==> src/rtl/alu_chain_ctrl.sv <==
// Byte-serial sequencer for a shared 8-bit ALU: runs NBYTES-wide ops LSB first,
// chaining carry between bytes, with valid/ready request and response sides.
module alu_chain_ctrl #(
  parameter int NBYTES = 2
) (
  input  logic                  clk,
  input  logic                  rst_n,
  input  logic                  req_valid,
  output logic                  req_ready,
  input  logic [3:0]            req_op,
  input  logic [8*NBYTES-1:0]   req_a,
  input  logic [8*NBYTES-1:0]   req_b,
  output logic [7:0]            alu_a,
  output logic [7:0]            alu_b,
  output logic [2:0]            alu_s,
  output logic                  alu_cin,
  input  logic [7:0]            alu_g,
  input  logic                  alu_cout,
  output logic                  rsp_valid,
  input  logic                  rsp_ready,
  output logic [8*NBYTES-1:0]   rsp_g,
  output logic                  rsp_cout
);
  localparam int IW = (NBYTES > 1) ? $clog2(NBYTES) : 1;
  localparam logic [IW-1:0] LAST = IW'(NBYTES - 1);

  typedef enum logic [1:0] {IDLE, RUN, DONE} state_t;

  state_t              state_q;
  logic [IW-1:0]       idx_q;
  logic [8*NBYTES-1:0] a_q, b_q;
  logic [3:0]          op_q;

  always_ff @(posedge clk or negedge rst_n) begin
    if (!rst_n) begin
      state_q   <= IDLE;
      idx_q     <= '0;
      a_q       <= '0;
      b_q       <= '0;
      op_q      <= '0;
      req_ready <= 1'b1;
      rsp_valid <= 1'b0;
      rsp_g     <= '0;
      rsp_cout  <= 1'b0;
      alu_a     <= '0;
      alu_b     <= '0;
      alu_s     <= '0;
      alu_cin   <= 1'b0;
    end else begin
      case (state_q)
        IDLE: begin
          if (req_valid) begin
            a_q       <= req_a;
            b_q       <= req_b;
            op_q      <= req_op;
            idx_q     <= '0;
            alu_a     <= req_a[7:0];
            alu_b     <= req_b[7:0];
            alu_s     <= req_op[3:1];
            alu_cin   <= req_op[0];
            req_ready <= 1'b0;
            state_q   <= RUN;
          end
        end
        RUN: begin
          rsp_g[8*idx_q +: 8] <= alu_g;
          if (idx_q == LAST) begin
            rsp_cout  <= alu_cout;
            rsp_valid <= 1'b1;
            alu_s     <= '0;
            alu_cin   <= 1'b0;
            state_q   <= DONE;
          end else begin
            idx_q <= idx_q + 1'b1;
            alu_a <= a_q[8*(idx_q + 1'b1) +: 8];
            alu_b <= b_q[8*(idx_q + 1'b1) +: 8];
            // Logic ops reuse cin as a function sub-select, so it must not chain.
            alu_cin <= op_q[3] ? op_q[0] : alu_cout;
          end
        end
        DONE: begin
          if (rsp_ready) begin
            rsp_valid <= 1'b0;
            req_ready <= 1'b1;
            state_q   <= IDLE;
          end
        end
        default: state_q <= IDLE;
      endcase
    end
  end
endmodule

==> config.mk <==
export PLATFORM = sky130hd
export DESIGN_NAME = alu_chain_ctrl
export DESIGN_NICKNAME = d
export VERILOG_FILES = /design/src/rtl/alu_chain_ctrl.sv
export SDC_FILE = /design/constraint.sdc
export NUM_CORES = 1
export LEC_CHECK = 0
export ABC_AREA = 1
export CORE_ASPECT_RATIO = 0.9
export CORE_MARGIN = 2
export CORE_UTILIZATION = 45
export CTS_BUF_LIST = sky130_fd_sc_hd__clkbuf_2
export DETAILED_ROUTE_END_ITERATION = 10
export PLACE_DENSITY = 0.86
export RECOVER_POWER = 50
export SLEW_MARGIN = 40
export SYNTH_ARGS = -nofsm -noshare
export SYNTH_HDL_FRONTEND = slang
export SYNTH_SLANG_ARGS = --single-unit
==> constraint.sdc <==
create_clock -name clk -period 2.2 [get_ports clk]
set_input_delay 0.33 -clock clk [delete_from_list [all_inputs] [get_ports clk]]
set_output_delay 0.33 -clock clk [all_outputs]
set_load 0.02 [all_outputs]
* After elaboration in Yosys (flattened, before gate mapping)
Index checks and enable logic that the tools add are counted.
** Storage, ports and cells
- Bits in registers :: 78
- Input bits :: 49
- Output and inout port bits :: 39
** Cells by class
- Add/sub/neg operators :: 3
- Equality and inequality tests :: 6
- Shift operators :: 4
- Multiplexer cells :: 26
- Reductions and logical operators :: 12
** Operators with widths (count)
- $neg A4 Y34 :: 1
- $shift A8 B34 Y16 const A :: 1
- $shiftx A8 B34 Y16 :: 1
- $shiftx A16 B33 Y8 :: 1
- $mux W8 :: 4
- $pmux W8 S2 :: 2
- $bwmux W16 :: 1
- $shiftx A16 B6 Y8 :: 1
- $reduce_and A3 Y1 :: 5
- $mux W1 :: 8
- $ne A2 B2 Y1 const B :: 4
- $pmux W1 S2 :: 4
- $mux W2 :: 3
- $mux W3 :: 2
- $pmux W2 S3 :: 1
- $pmux W3 S2 :: 1
- $reduce_and A2 Y1 :: 3
- $reduce_bool A2 Y1 :: 3
- $add A1 B1 Y2 const B :: 1
- $eq A2 B1 Y1 const B :: 1
- $eq A2 B2 Y1 const B :: 1
- $logic_not A2 Y1 :: 1
- $add A1 B1 Y1 const B :: 1

* Logic depth before layout (Yosys ltp)
Gate-level depths: netlist of the first run.
- Depth in word-level cells :: 4
- Mapped depth :: 7
- Depth with buffers taken out :: 6

* Worst setup path before layout of the first run
No wires, ideal clock.
- Path kind :: reg-to-reg
- From :: reg state_q[0]
- To :: reg a_q[10]
- Arrival time :: 1.027 ns
- Path slack :: 1.047 ns
- Cell stages (with the launch flop) :: 6
- Period minus slack after synthesis :: 1.153 ns
- Path through :: dfrtp_1 > nor2_4 > nand2_4 > inv_4 > buf_4 > o21ai_0
** Between the ends
- Cells in the longest elaborated chain, start to end :: 2
** Ends and longest elaborated chain
- start, declared :: RTL line 29 : state_t state_q;
- start signal, assigned :: RTL line 36 : state_q <= IDLE;
- start signal, assigned :: RTL line 62 : state_q <= RUN;
- start signal, assigned :: RTL line 72 : state_q <= DONE;
- $logic_not A2 Y1 :: RTL line 50 : case (state_q)
- $reduce_and A2 Y1 (no source line)
- end signal, assigned :: RTL line 53 : a_q <= req_a;
- end, declared :: RTL line 31 : logic [8*NBYTES-1:0] a_q, b_q;
No other way between the ends.
A chain may end at the register's enable or synchronous reset.

* Worst setup path in the final report of the first run
- From :: reg req_ready
- To :: out req_ready
** RTL lines
- start, declared :: RTL line 9 : output logic req_ready,
- start signal, assigned :: RTL line 41 : req_ready <= 1'b1;
- start signal, assigned :: RTL line 61 : req_ready <= 1'b0;
- start signal, assigned :: RTL line 84 : req_ready <= 1'b1;
No word-level cell between the ends.

==> results of run 1 <==
## cells by family after synthesis
logic type	after synthesis
AO/OA/AOI/OAI	25
flip-flops	60
AND/OR/NAND/NOR	185
buffers and inverters	55
## cells in the mapped netlist
cell type                 instances  area (µm²)
sky130_fd_sc_hd__inv_1           39       146.4
sky130_fd_sc_hd__nand3_2         11       110.1
sky130_fd_sc_hd__o21ai_0         21       105.1
sky130_fd_sc_hd__buf_6            4       45.04
sky130_fd_sc_hd__nand2_4          2       22.52
sky130_fd_sc_hd__nor2_1          17       63.81
sky130_fd_sc_hd__dfstp_2          1       26.28
sky130_fd_sc_hd__inv_4            1       6.260
sky130_fd_sc_hd__nand3_1         28       140.1
sky130_fd_sc_hd__dfrtp_1         59        1476
sky130_fd_sc_hd__buf_4            4       30.03
sky130_fd_sc_hd__nand2_1        125       469.2
sky130_fd_sc_hd__o21ai_1          4       20.02
sky130_fd_sc_hd__buf_2            6       30.03
sky130_fd_sc_hd__inv_2            1       3.750
sky130_fd_sc_hd__nor2_4           2       22.52
## cell usage in the layout, fill, tap and decap left out, drive strengths merged
master,n
inv,41
nand2,127
clkdlybuf4s50,86
bufinv,1
clkinv,3
clkbuf,15
dfrtp,59
buf,3
nand3,39
nor2,19
dfstp,1
dlygate4sd3,1
o21ai,25
## power groups by stage
stage               Clock (mW)  Sequential [mW]  Combinational (mW)
finish                   0.630             1.92                2.54
global route             0.704             1.99                2.82
CTS                      0.653             1.94                2.60
detailed placement           0             1.96                2.59
global placement             0             1.93                2.52
floorplan                    0             2.32                1.17
## sequential cells by signal, summed over array words and instances (netlist names)
register / cells
req_ready: 1
alu_cin: 1
alu_a: 8
op_q: 2
alu_s: 3
alu_b: 8
rsp_cout: 1
state_q: 2
idx_q: 1
a_q: 8
rsp_valid: 1
rsp_g: 16
b_q: 8
## layout make-up
class	count	area share, %
clock buffers	12	1.630
well taps	70	2.378
flip-flops and latches	60	40.79
clock inverters	4	1.121
repair buffers	93	24.49
inverters	41	4.178
multi-input cells	210	25.41
## per-stage QoR
step	worst slack, ns	hold WS [ns]	cell area (µm²)	utilization (%)
floorplan	1.047	0.03441	2718	-
global placement	0.5493	0.4318	3603	62.58
detailed placement	0.4710	0.4384	3603	62.58
CTS	0.1939	0.3595	3715	64.52
global route	0.1546	0.3307	3684	63.97
finish	0.2405	0.4016	3684	63.97
## repair_timing
item	CTS	global route
gates resized for setup	0	0
hold buffers	1	0
endpoints found under the hold margin	32	0
## layer usage
layer  vias up  track usage [%]  part of all wire [%]
li1       1181                -                     -
met1      1101            27.44                    42
met2        78            36.36                    49
met3        10            7.340                   6.6
met4         0            6.349                   1.6
met5         -                0                     0
## how the worst max path moves through the flow
stage / start / end / slack, ns / cells past startpoint
3_5_place_dp: req_valid / op_q[3]$_DFFE_PN0P_ / 0.47 / 5
2_1_floorplan: state_q[0]$_DFFE_PN0P_ / a_q[10]$_DFFE_PN0P_ / 1.05 / 5
5_1_grt: req_ready$_DFFE_PN1P_ / req_ready / 0.15 / 1
6_report: req_ready$_DFFE_PN1P_ / req_ready / 0.24 / 1
3_3_place_gp: req_valid / op_q[3]$_DFFE_PN0P_ / 0.55 / 5
4_1_cts: req_ready$_DFFE_PN1P_ / req_ready / 0.19 / 1
==> tab_implementation.tex, run 1 <==
\begin{tabular}{lr}
\hline
Metric & Value \\
\hline
\multicolumn{2}{l}{\textbf{Synthesis}} \\
\quad Simple logic cell fraction of the synthesized area & 30.48\% \\
\quad Average size of a mapped cell & 8.362 µm² \\
\quad Synthesis Warnings & 0 \\
\quad Share of synthesized cell area in full adder, half adder and majority cells & 0\% \\
\quad Post-synthesis cell type count & 16 \\
\quad Combinational family with the most area after synthesis & simple AND/OR/NAND/NOR gates \\
\quad Sequential area share after synthesis & around 55\% \\
\quad Post-synthesis instance total & around 330 \\
\quad Number of flip-flops and latches in the synthesized netlist & 60 \\
\quad Cell area after synthesis & approximately 2700 µm² \\
\quad Compound-gate portion of the synthesized area & around 4.6\% \\
\quad Share of synthesized area spent on multiplexers & 0\% \\
\quad Xor-xnor portion of the synthesized cell area & 0\% \\
\quad Net count of the mapped netlist & 374 \\
\multicolumn{2}{l}{\textbf{Timing}} \\
\quad Relative slew slack & 48.64\% \\
\quad Final cycle utilization of the critical path & 89.07\% \\
\quad Final-report setup violation count & 0 \\
\quad RSZ-0062 raised after global routing & false \\
\quad Number of pins exceeding their max-slew limit in the final report & 0 \\
\quad Slew of the pin with the lowest slew margin & 0.7704 ns \\
\quad Hold violation total from the final report & 0 \\
\quad Total Neg Setup Slack & 0 ns \\
\quad Post-route minimum period & a little under 2 ns \\
\quad Maximum operating frequency & 510.3 MHz \\
\quad Maximum clock skew at final layout & 0.03098 ns \\
\multicolumn{2}{l}{\textbf{Power and ir drop}} \\
\quad Part of the total power dissipated in the clock network & 12.4\% \\
\quad Switching share of total power & between 40\% and 50\% \\
\quad Peak supply drop & about 0.74 mV \\
\quad Logic gate share of total power & around half \\
\quad Sequential cell fraction of total power & 37.7\% \\
\quad Pint & 2.958 mW \\
\quad Net Sw Power & 2.136 mW \\
\quad Overall power after layout & 5.094 mW \\
\quad Cell area power density & roughly 1400 nW/µm² \\
\quad Leakage component of the power & 1.858 nW \\
\multicolumn{2}{l}{\textbf{Critical path}} \\
\quad Reg-to-Reg End & rsp\_g[0]\$\_DFFE\_PN0P\_ \\
\quad CP startpoint kind & register \\
\quad Number of buffer and inverter instances along the worst setup path & 1 \\
\quad Worst Setup Path Type & reg2out \\
\quad Critical Path Fanout Max & 2 \\
\quad Required time of the critical path & between 1.5 and 2 ns \\
\quad Endpoint class of the critical path & output pin \\
\quad Cell with the largest stage delay on the worst path & sky130\_fd\_sc\_hd\_\_clkdlybuf4s50\_1 \\
\quad Cell-by-cell trace of the critical path & clkdlybuf4s50\_1 \\
\quad Crit path arrival time & 1.63 ns \\
\quad Critical Path Max Stage Delay & around 0.6 ns \\
\quad Startpoint of the worst register-to-register path & state\_q[0]\$\_DFFE\_PN0P\_ \\
\quad Flop-to-flop setup slack & between 0.4 and 0.5 ns \\
\quad Dominant delay contributor by cell family on the critical path & buffers and inverters \\
\quad Reg2Reg Depth & 4 \\
\multicolumn{2}{l}{\textbf{Clock tree}} \\
\quad Clock root buffer & sky130\_fd\_sc\_hd\_\_clkbuf\_2 \\
\quad Clock buffer count from CTS & 9 \\
\quad Htree depth & 3 \\
\quad CTS max path bufs & 2 \\
\quad Post-CTS Repair Setup Buffers & 0 \\
\quad Register clock-pin slew on the reported worst setup and hold paths & between 0.15 and 0.2 ns \\
\quad Total clock sinks & 60 \\
\quad Clock latency on the worst-skew pair & 0.47 ns \\
\quad TritonCTS clock tree & yes \\
\multicolumn{2}{l}{\textbf{Cells and area}} \\
\quad Layout overhead on the synthesized area & 35.54\% \\
\quad Final layout net count & 464 \\
\quad Area of combinational cells with multiple inputs & 935.9 µm² \\
\quad Antenna diode instance count & 0 \\
\quad Filler cells & 497 \\
\quad Non-Filler Instances & 490 \\
\quad Register area & 1503 µm² \\
\quad Layout cell share with drive strength beyond 1 & 7.619\% \\
\multicolumn{2}{l}{\textbf{Routing}} \\
\quad Total number of vias & 2370 \\
\quad Routed len/inst & between 10 and 15 µm \\
\quad Number of DRC violations after detailed-routing iteration 0 & 138 \\
\quad Number of iterations in the first detailed-routing pass & 4 \\
\quad Number of remaining DRC errors & 0 \\
\quad Antenna Violating Nets Remaining & 0 \\
\quad Ratio of routed vias to standard cells & 4.837 \\
\quad Final wirelength & 6630 µm \\
\multicolumn{2}{l}{\textbf{Floorplanning}} \\
\quad Core Footprint & about 5800 µm² \\
\quad Ports placed on the boundary & 88 \\
\quad Die area & 6678 µm² \\
\quad Row count & 26 \\
\quad Vertical die dimension & between 70 and 80 µm \\
\quad Die Span X & 85.92 µm \\
\quad Effective utilization at floorplan & a little under half \\
\multicolumn{2}{l}{\textbf{Worst hold path}} \\
\quad Worst Hold Endpoint & alu\_s[0]\$\_DFFE\_PN0P\_ \\
\quad Depth of the worst hold-timing path & 3 \\
\quad Hold WC Path Type & in2reg \\
\quad Hold\_sp & req\_op[1] \\
\multicolumn{2}{l}{\textbf{Placement}} \\
\quad DP Wirelength & 4844 µm \\
\quad IO buf count & 87 \\
\quad RD Place Congestion & 0.8128 \\
\quad Count of placed standard cells including taps & 473 \\
\multicolumn{2}{l}{\textbf{Global route}} \\
\quad Total track usage & 21.99\% \\
\quad Antenna violations before repair & 0 \\
\quad Pin count of the biggest net entering global routing & 38 \\
\quad Number of global-route vias before repair & 2486 \\
\quad Remaining Overflow, GRT & 0 \\
\quad Global-route wire length before repair & 11420 µm \\
\multicolumn{2}{l}{\textbf{Run status}} \\
\quad Run status & complete, no violations \\
\multicolumn{2}{l}{\textbf{Flow run}} \\
\quad Max-Cap Viols & 0 \\
\hline
\end{tabular}
(Power assumes the default switching activity.)
==> run 2, diff against run 1 <==
--- a/config.mk
+++ b/config.mk
@@ -11,6 +11,7 @@
 export CORE_UTILIZATION = 45
 export CTS_BUF_LIST = sky130_fd_sc_hd__clkbuf_2
 export DETAILED_ROUTE_END_ITERATION = 10
+export GPL_ROUTABILITY_DRIVEN = 0
 export PLACE_DENSITY = 0.86
 export RECOVER_POWER = 50
 export SLEW_MARGIN = 40
==> results of run 2 <==
The final DEF is identical to that of run 1; final timing and power are the same.
==> run 3, diff against run 2 <==
--- a/config.mk
+++ b/config.mk
@@ -14,7 +14,7 @@
 export GPL_ROUTABILITY_DRIVEN = 0
 export PLACE_DENSITY = 0.86
 export RECOVER_POWER = 50
-export SLEW_MARGIN = 40
+export SLEW_MARGIN = 20
 export SYNTH_ARGS = -nofsm -noshare
 export SYNTH_HDL_FRONTEND = slang
 export SYNTH_SLANG_ARGS = --single-unit
==> results of run 3 <==
The final DEF is identical to that of run 1; final timing and power are the same.
==> variant 1, RTL diff (config.mk and constraints of run 3) <==
Make the reset (`rst_n`) synchronous in one clocked block.
--- a/src/rtl/alu_chain_ctrl.sv
+++ b/src/rtl/alu_chain_ctrl.sv
@@ -31,7 +31,7 @@
   logic [8*NBYTES-1:0] a_q, b_q;
   logic [3:0]          op_q;
 
-  always_ff @(posedge clk or negedge rst_n) begin
+  always_ff @(posedge clk) begin
     if (!rst_n) begin
       state_q   <= IDLE;
       idx_q     <= '0;
Behaviour: differs if rst_n is asserted again (counterexample within 4 cycles, from zero or initial values and one cycle with rst_n low); with rst_n held inactive, the same outputs for 4 cycles.
==> variant 1 against run 3 <==
Sequential share of layout area decreased by 6.4 points. Global-route usage about the same. Sequential cell count unchanged. Routed wire length decreased by 0.38%. Critical path type is now reg2reg. Worst setup slack improved by 0.16 ns. Final area decreased by 5.1%. Synthesized area decreased by 8.1%. Via count increased by 6.1%. Clock skew decreased by 0.023 ns. First-iteration DRC count increased by 0.72%.
Power is not compared: it rests on default switching activity, and its combinational part moved more than twofold at a synthesized area within 25%.
==> variant 1: results (changes against run 3) <==
** Status
- Outcome :: finished, final reports clean (unchanged)

** Placed design
- The placement-stage cell area came to 3390 µm² (was 3600 µm²).
- The number of input and output port buffers inserted was 87 (unchanged).
- The half-perimeter wire length after placement was 4.58 mm (was 4.84 mm).

** Synthesis
- The synthesized-area fraction occupied by ao, oa, aoi and oai cells was 15.3% (was 4.60%).
- Number of library cell types mapped by synthesis :: 20 (was 16)
- Top area cells in the synthesized netlist: dfxtp_1 48%, a21oi_1 10%, nand3_1 9.8% (was dfrtp_1 54%, nand2_1 17%, inv_1 5.4%).
- Synthesized netlist net count :: 389 (was 374)
- Post-synthesis sequential area ratio :: 48.1% (was 55.3%)
- Synth Area in XOR/XNOR :: 0% (unchanged)
- List of most frequent post-synthesis cells: 60 x dfxtp_1, 54 x nand2_1, 50 x a21oi_1 (was 125 x nand2_1, 59 x dfrtp_1, 39 x inv_1).
- The post-synthesis async set-or-reset flop share came to 0% (was 100%).

** Global routing
- Global-route wire length before repair :: 10.3 mm (was 11.4 mm)
- Via count of the first global-routing pass :: 2264 (was 2486)
- The total routing resource utilization after global routing came to 22.0% (about the same).
- The maximum number of pins on one net before global-route repair was 26 (was 38).
- The initial antenna violation count was 0 (unchanged).

** Worst setup path
- Worst r2r dst :: alu_a[3]$_SDFFE_PN0P_ (was rsp_g[0]$_DFFE_PN0P_)
- The maximum fanout along the worst path came to 21 (was 2).
- Beginning of the worst register-to-register path :: state_q[1]$_SDFFE_PN0P_ (was state_q[0]$_DFFE_PN0P_)
- Number of cell instances on the worst register-to-register path :: 5 (was 4)
- CP arrival :: 2.20 ns (was 1.63 ns)

** Detailed routing
- The wire length per cell was 13.3 µm (was 13.5 µm).
- Avg Vias per Cell :: 5.05 (was 4.84)
- The DRC violation total after the first TritonRoute iteration was 139 (was 138).

** Cells and area
- The share of final-layout standard cells stronger than drive strength 1 is 5.80% (was 7.62%).
- Total Nets Final :: 475 (was 464)
- Antenna Cells :: 0 (unchanged)
- The flip-flop count of the largest register after layout is 16 (unchanged).

** Clock network
- The CTS buffer count was 9 (unchanged).
- Clock latency at the later pin of the worst-skew pair :: between 0.4 and 0.5 ns
- Number of buffers on the longest clock path :: 2 (unchanged)

** Hold path
- The endpoint of the worst hold path is alu_s[0]$_SDFFE_PN0P_ (was alu_s[0]$_DFFE_PN0P_).

** STA
- Worst clock skew on the final layout :: 0.00800 ns (was 0.0310 ns)
- Worst-case headroom to the max-slew limit :: 60.4% (was 48.6%)
variant 1: cell types whose count changed after synthesis, sizes merged, moves of 11 or more:
cell and delta:
nand2 -72, nand3 +11, dfrtp -59, a21oi +50, dfxtp +60, nor2 +16
variant 1: through the flow:
| stage | worst slack [ns] | instances | hold slack, ns |
|---|---|---|---|
| 5_1_grt | 0.235 | 498 | 0.419 |
| 4_1_cts | 0.382 | 498 | 0.401 |
| 3_5_place_dp | 0.504 | 482 | 0.442 |
| 6_report | 0.396 | 498 | 0.437 |
| 3_3_place_gp | 0.531 | 482 | 0.440 |
| 2_1_floorplan | 1.04 | 340 | 0.430 |
variant 1: logic make-up after synthesis:
logic type,after synthesis
flops,60
buf+inv,63
simple gates,141
compound gates,76
variant 1: layer usage:
metal | routed length (µm) | GRT usage, % | vias to the layer above
li1 | - | - | 1271
met1 | 2820 | 28.6 | 1124
met2 | 3140 | 35.5 | 109
met3 | 556 | 4.68 | 10
met4 | 90 | 10.0 | 0
met5 | 0 | 0 | -
variant 1: worst max path at each step:
stage                            start                    end  cells past startpoint
2_1_floorplan  state_q[1]$_SDFFE_PN0P_   a_q[15]$_SDFFE_PN0P_                      6
6_report       state_q[1]$_SDFFE_PN0P_  alu_a[3]$_SDFFE_PN0P_                      5
3_3_place_gp                     rst_n  alu_s[2]$_SDFFE_PN0P_                      4
4_1_cts          alu_b[4]$_SDFFE_PN0P_               alu_b[4]                      1
5_1_grt        state_q[1]$_SDFFE_PN0P_  alu_b[5]$_SDFFE_PN0P_                      5
3_5_place_dp                     rst_n  alu_s[1]$_SDFFE_PN0P_                      4
variant 1: worst max-delay path, cell delays in order, from the launching register on:
cell	delay (ns)
dfxtp_1	0.47
nor2_1	0.13
nand2_1	0.42
clkbuf_2	0.43
nand3_1	0.12
a21oi_1	0.17
variant 1: cell type report:
type | count | area [µm²]
fill | 489 | 1820
sequential | 60 | 1200
multi-input combinational | 217 | 991
timing repair buffer | 97 | 940
inverter | 41 | 154
tap | 67 | 83.8
clock inverter | 7 | 81.3
clock buffer | 9 | 45.0
variant 1: power breakdown:
group	leakage, nW	switching [mW]	total (mW)	internal (mW)
sequential	0.493	0.0425	1.21	1.17
clock	0.0782	0.389	0.751	0.362
combinational	0.866	0.290	0.535	0.245
total	1.44	0.722	2.50	1.78
==> variant 2, RTL diff (settings of run 3) <==
Without the edit above. Change the parameter `NBYTES` from 2 to 4.
--- a/src/rtl/alu_chain_ctrl.sv
+++ b/src/rtl/alu_chain_ctrl.sv
@@ -1,7 +1,7 @@
 // Byte-serial sequencer for a shared 8-bit ALU: runs NBYTES-wide ops LSB first,
 // chaining carry between bytes, with valid/ready request and response sides.
 module alu_chain_ctrl #(
-  parameter int NBYTES = 2
+  parameter int NBYTES = 4
 ) (
   input  logic                  clk,
   input  logic                  rst_n,
Interface: changed (resized req_a, req_b and rsp_g); port bits go from 88 to 136. The function was not compared with the original's and may differ.
==> variant 2 against run 3 <==
Critical path depth is the same. Routed wire length is 94% higher. Global-route usage decreased by 0.43 points. Sequential share of layout area barely moved. Count of clock-buffer cells in the layout down 2. Synthesized area rose by 91%. Non-clock buffer count is 53 higher. Critical endpoint unchanged. Sequential cell count grew 49. Critical path type unchanged. Final area is 81% higher. Clock skew grew 0.016 ns. Total power grew 80%. Via count grew 91%. Worst setup slack got worse by 0.14 ns. Synthesized cell count rose by 100%.
==> variant 2: results (changes against run 3) <==
** Synthesis
- The adder-cell share of the synthesized area came to 1.45% (was 0%).
- The synthesized-area fraction occupied by ao, oa, aoi and oai cells came to 6.32% (was 4.60%).
- Async set-reset flop share out of synthesis :: 100% (unchanged)
- The unique cell type count in the Yosys netlist was 24 (was 16).
- List of most frequent post-synthesis cells :: 301 x nand2_1, 108 x dfrtp_1, 53 x inv_1 (was 125 x nand2_1, 59 x dfrtp_1, 39 x inv_1)
- The post-synth net total came to 747 (was 374).
- Post-synthesis sequential area ratio :: 52.6% (was 55.3%)
- Top area cells in the synthesized netlist: dfrtp_1 52%, nand2_1 22%, nand3_1 4.2% (was dfrtp_1 54%, nand2_1 17%, inv_1 5.4%).

** Placed design
- The setup slack after placement came to 0.504 ns (was 0.471 ns).
- The half-perimeter wire length after placement came to 9.68 mm (was 4.84 mm).
- Post-place instance area :: 6670 µm² (was 3600 µm²)
- The number of input and output port buffers inserted is 135 (was 87).

** Global routing
- The maximum number of pins on one net before global-route repair is 84 (was 38).
- Global-route wire length before repair :: 20.9 mm (was 11.4 mm)
- The total routing resource utilization after global routing was 21.6% (was 22.0%).
- The number of global-route vias before repair came to 4238 (was 2486).

** Power and ir drop
- Maximum VDD drop :: 0.625 mV (was 0.737 mV)
- Static Leak :: 3.37 nW (was 1.86 nW)

** Worst setup path
- The worst reg-to-reg path cell count is 5 (was 4).
- The maximum cell stage delay along the critical path is 0.62 ns (was 0.60 ns).
- The critical path data arrival time was 1.77 ns (was 1.63 ns).

** STA
- Worst-case headroom to the max-slew limit :: 34.1% (was 48.6%)
- Worst clock skew on the final layout :: 0.0471 ns (was 0.0310 ns)
- Final max-slew violation count :: 0 (unchanged)

** Clock network
- The clock root buffer is clkbuf_2 (unchanged).
- Clock latency at the later pin of the worst-skew pair :: 0.58 ns (was 0.47 ns)
- The clock slew at the register clock pins of the worst setup and hold paths came to 0.31 ns (was 0.16 ns).
- The quantity of hold-fixing buffers added after cts came to 1 (unchanged).

** Detailed routing
- Avg Vias per Cell :: 4.76 (was 4.84)
- Routed wire per std cell :: 13.5 µm (about the same)
- The DRC violation total after the first TritonRoute iteration came to 298 (was 138).
- First-pass detailed-route iteration total :: 5 (was 4)

** Status
- Outcome: finished, final reports clean (unchanged).

** Cells and area
- The number of fill cells in the layout is 1036 (was 497).
- The total number of nets in the final design was 877 (was 464).
- Share of cells above drive strength 1 :: 6.67% (was 7.62%)

** Die
- The die area is 12400 µm² (was 6680 µm²).
## variant 2: cell count changes in the layout (fill, tap and decap cells not counted), moves of 7 or more
cell	before	now
nand2_1	125	301
o21ai_2	0	14
clkinv_1	3	12
o21ai_1	3	10
nand3_2	10	0
nor2_1	18	44
nand3_1	29	44
inv_1	39	54
clkdlybuf4s50_1	86	134
dfrtp_1	59	108
## variant 2: path summary, 6_finish.rpt
check	to	slack (ns)	start
setup reg to reg	rsp_g[22]$_DFFE_PN0P_	0.27	state_q[1]$_DFFE_PN0P_
min in group asynchronous	a_q[24]$_DFFE_PN0P_	0.35	rst_n
hold reg to reg	rsp_cout$_DFFE_PN0P_	0.52	rsp_cout$_DFFE_PN0P_
hold / removal	b_q[30]$_DFFE_PN0P_	0.22	req_b[30]
max in group asynchronous	alu_cin$_DFFE_PN0P_	0.40	rst_n
setup / recovery	req_ready	0.10	req_ready$_DFFE_PN1P_
## variant 2: through the flow
stage	instances	hold slack, ns	util (%)
after floorplan	660	0.0344	-
after global placement	934	0.327	58.8
after detailed placement	934	0.329	58.8
after CTS	951	0.183	59.8
after global routing	951	0.207	58.9
final	951	0.225	58.9
## variant 2: report_power, final
group | total [mW] | internal (mW) | switching (mW)
Clock | 0.844 | 0.164 | 0.679
Combinational | 4.95 | 1.92 | 3.03
Sequential | 3.37 | 2.90 | 0.469
## variant 2: cell type report
| cell class | instances | area [µm²] | share of cell area [%] |
|---|---|---|---|
| clock inverters | 6 | 47.5 | 0.711 |
| repair buffers | 146 | 1420 | 21.3 |
| flip-flops and latches | 109 | 2730 | 40.8 |
| inverters | 68 | 255 | 3.82 |
| well taps | 156 | 195 | 2.92 |
| multi-input cells | 456 | 1990 | 29.7 |
| clock buffers | 10 | 50.0 | 0.749 |
## variant 2: cells by family after synthesis
family,Yosys count
compound gates,50
buf+inv,95
fa+ha+maj,6
flops,109
simple gates,400
## variant 2: per-layer routing
metal	vias to the layer above	share of wire, %	GRT usage, %
met4	0	1.8	5.63
met1	2089	47	32.5
met3	19	6.4	4.54
met2	157	45	31.7
met5	-	0	0
li1	2263	-	-
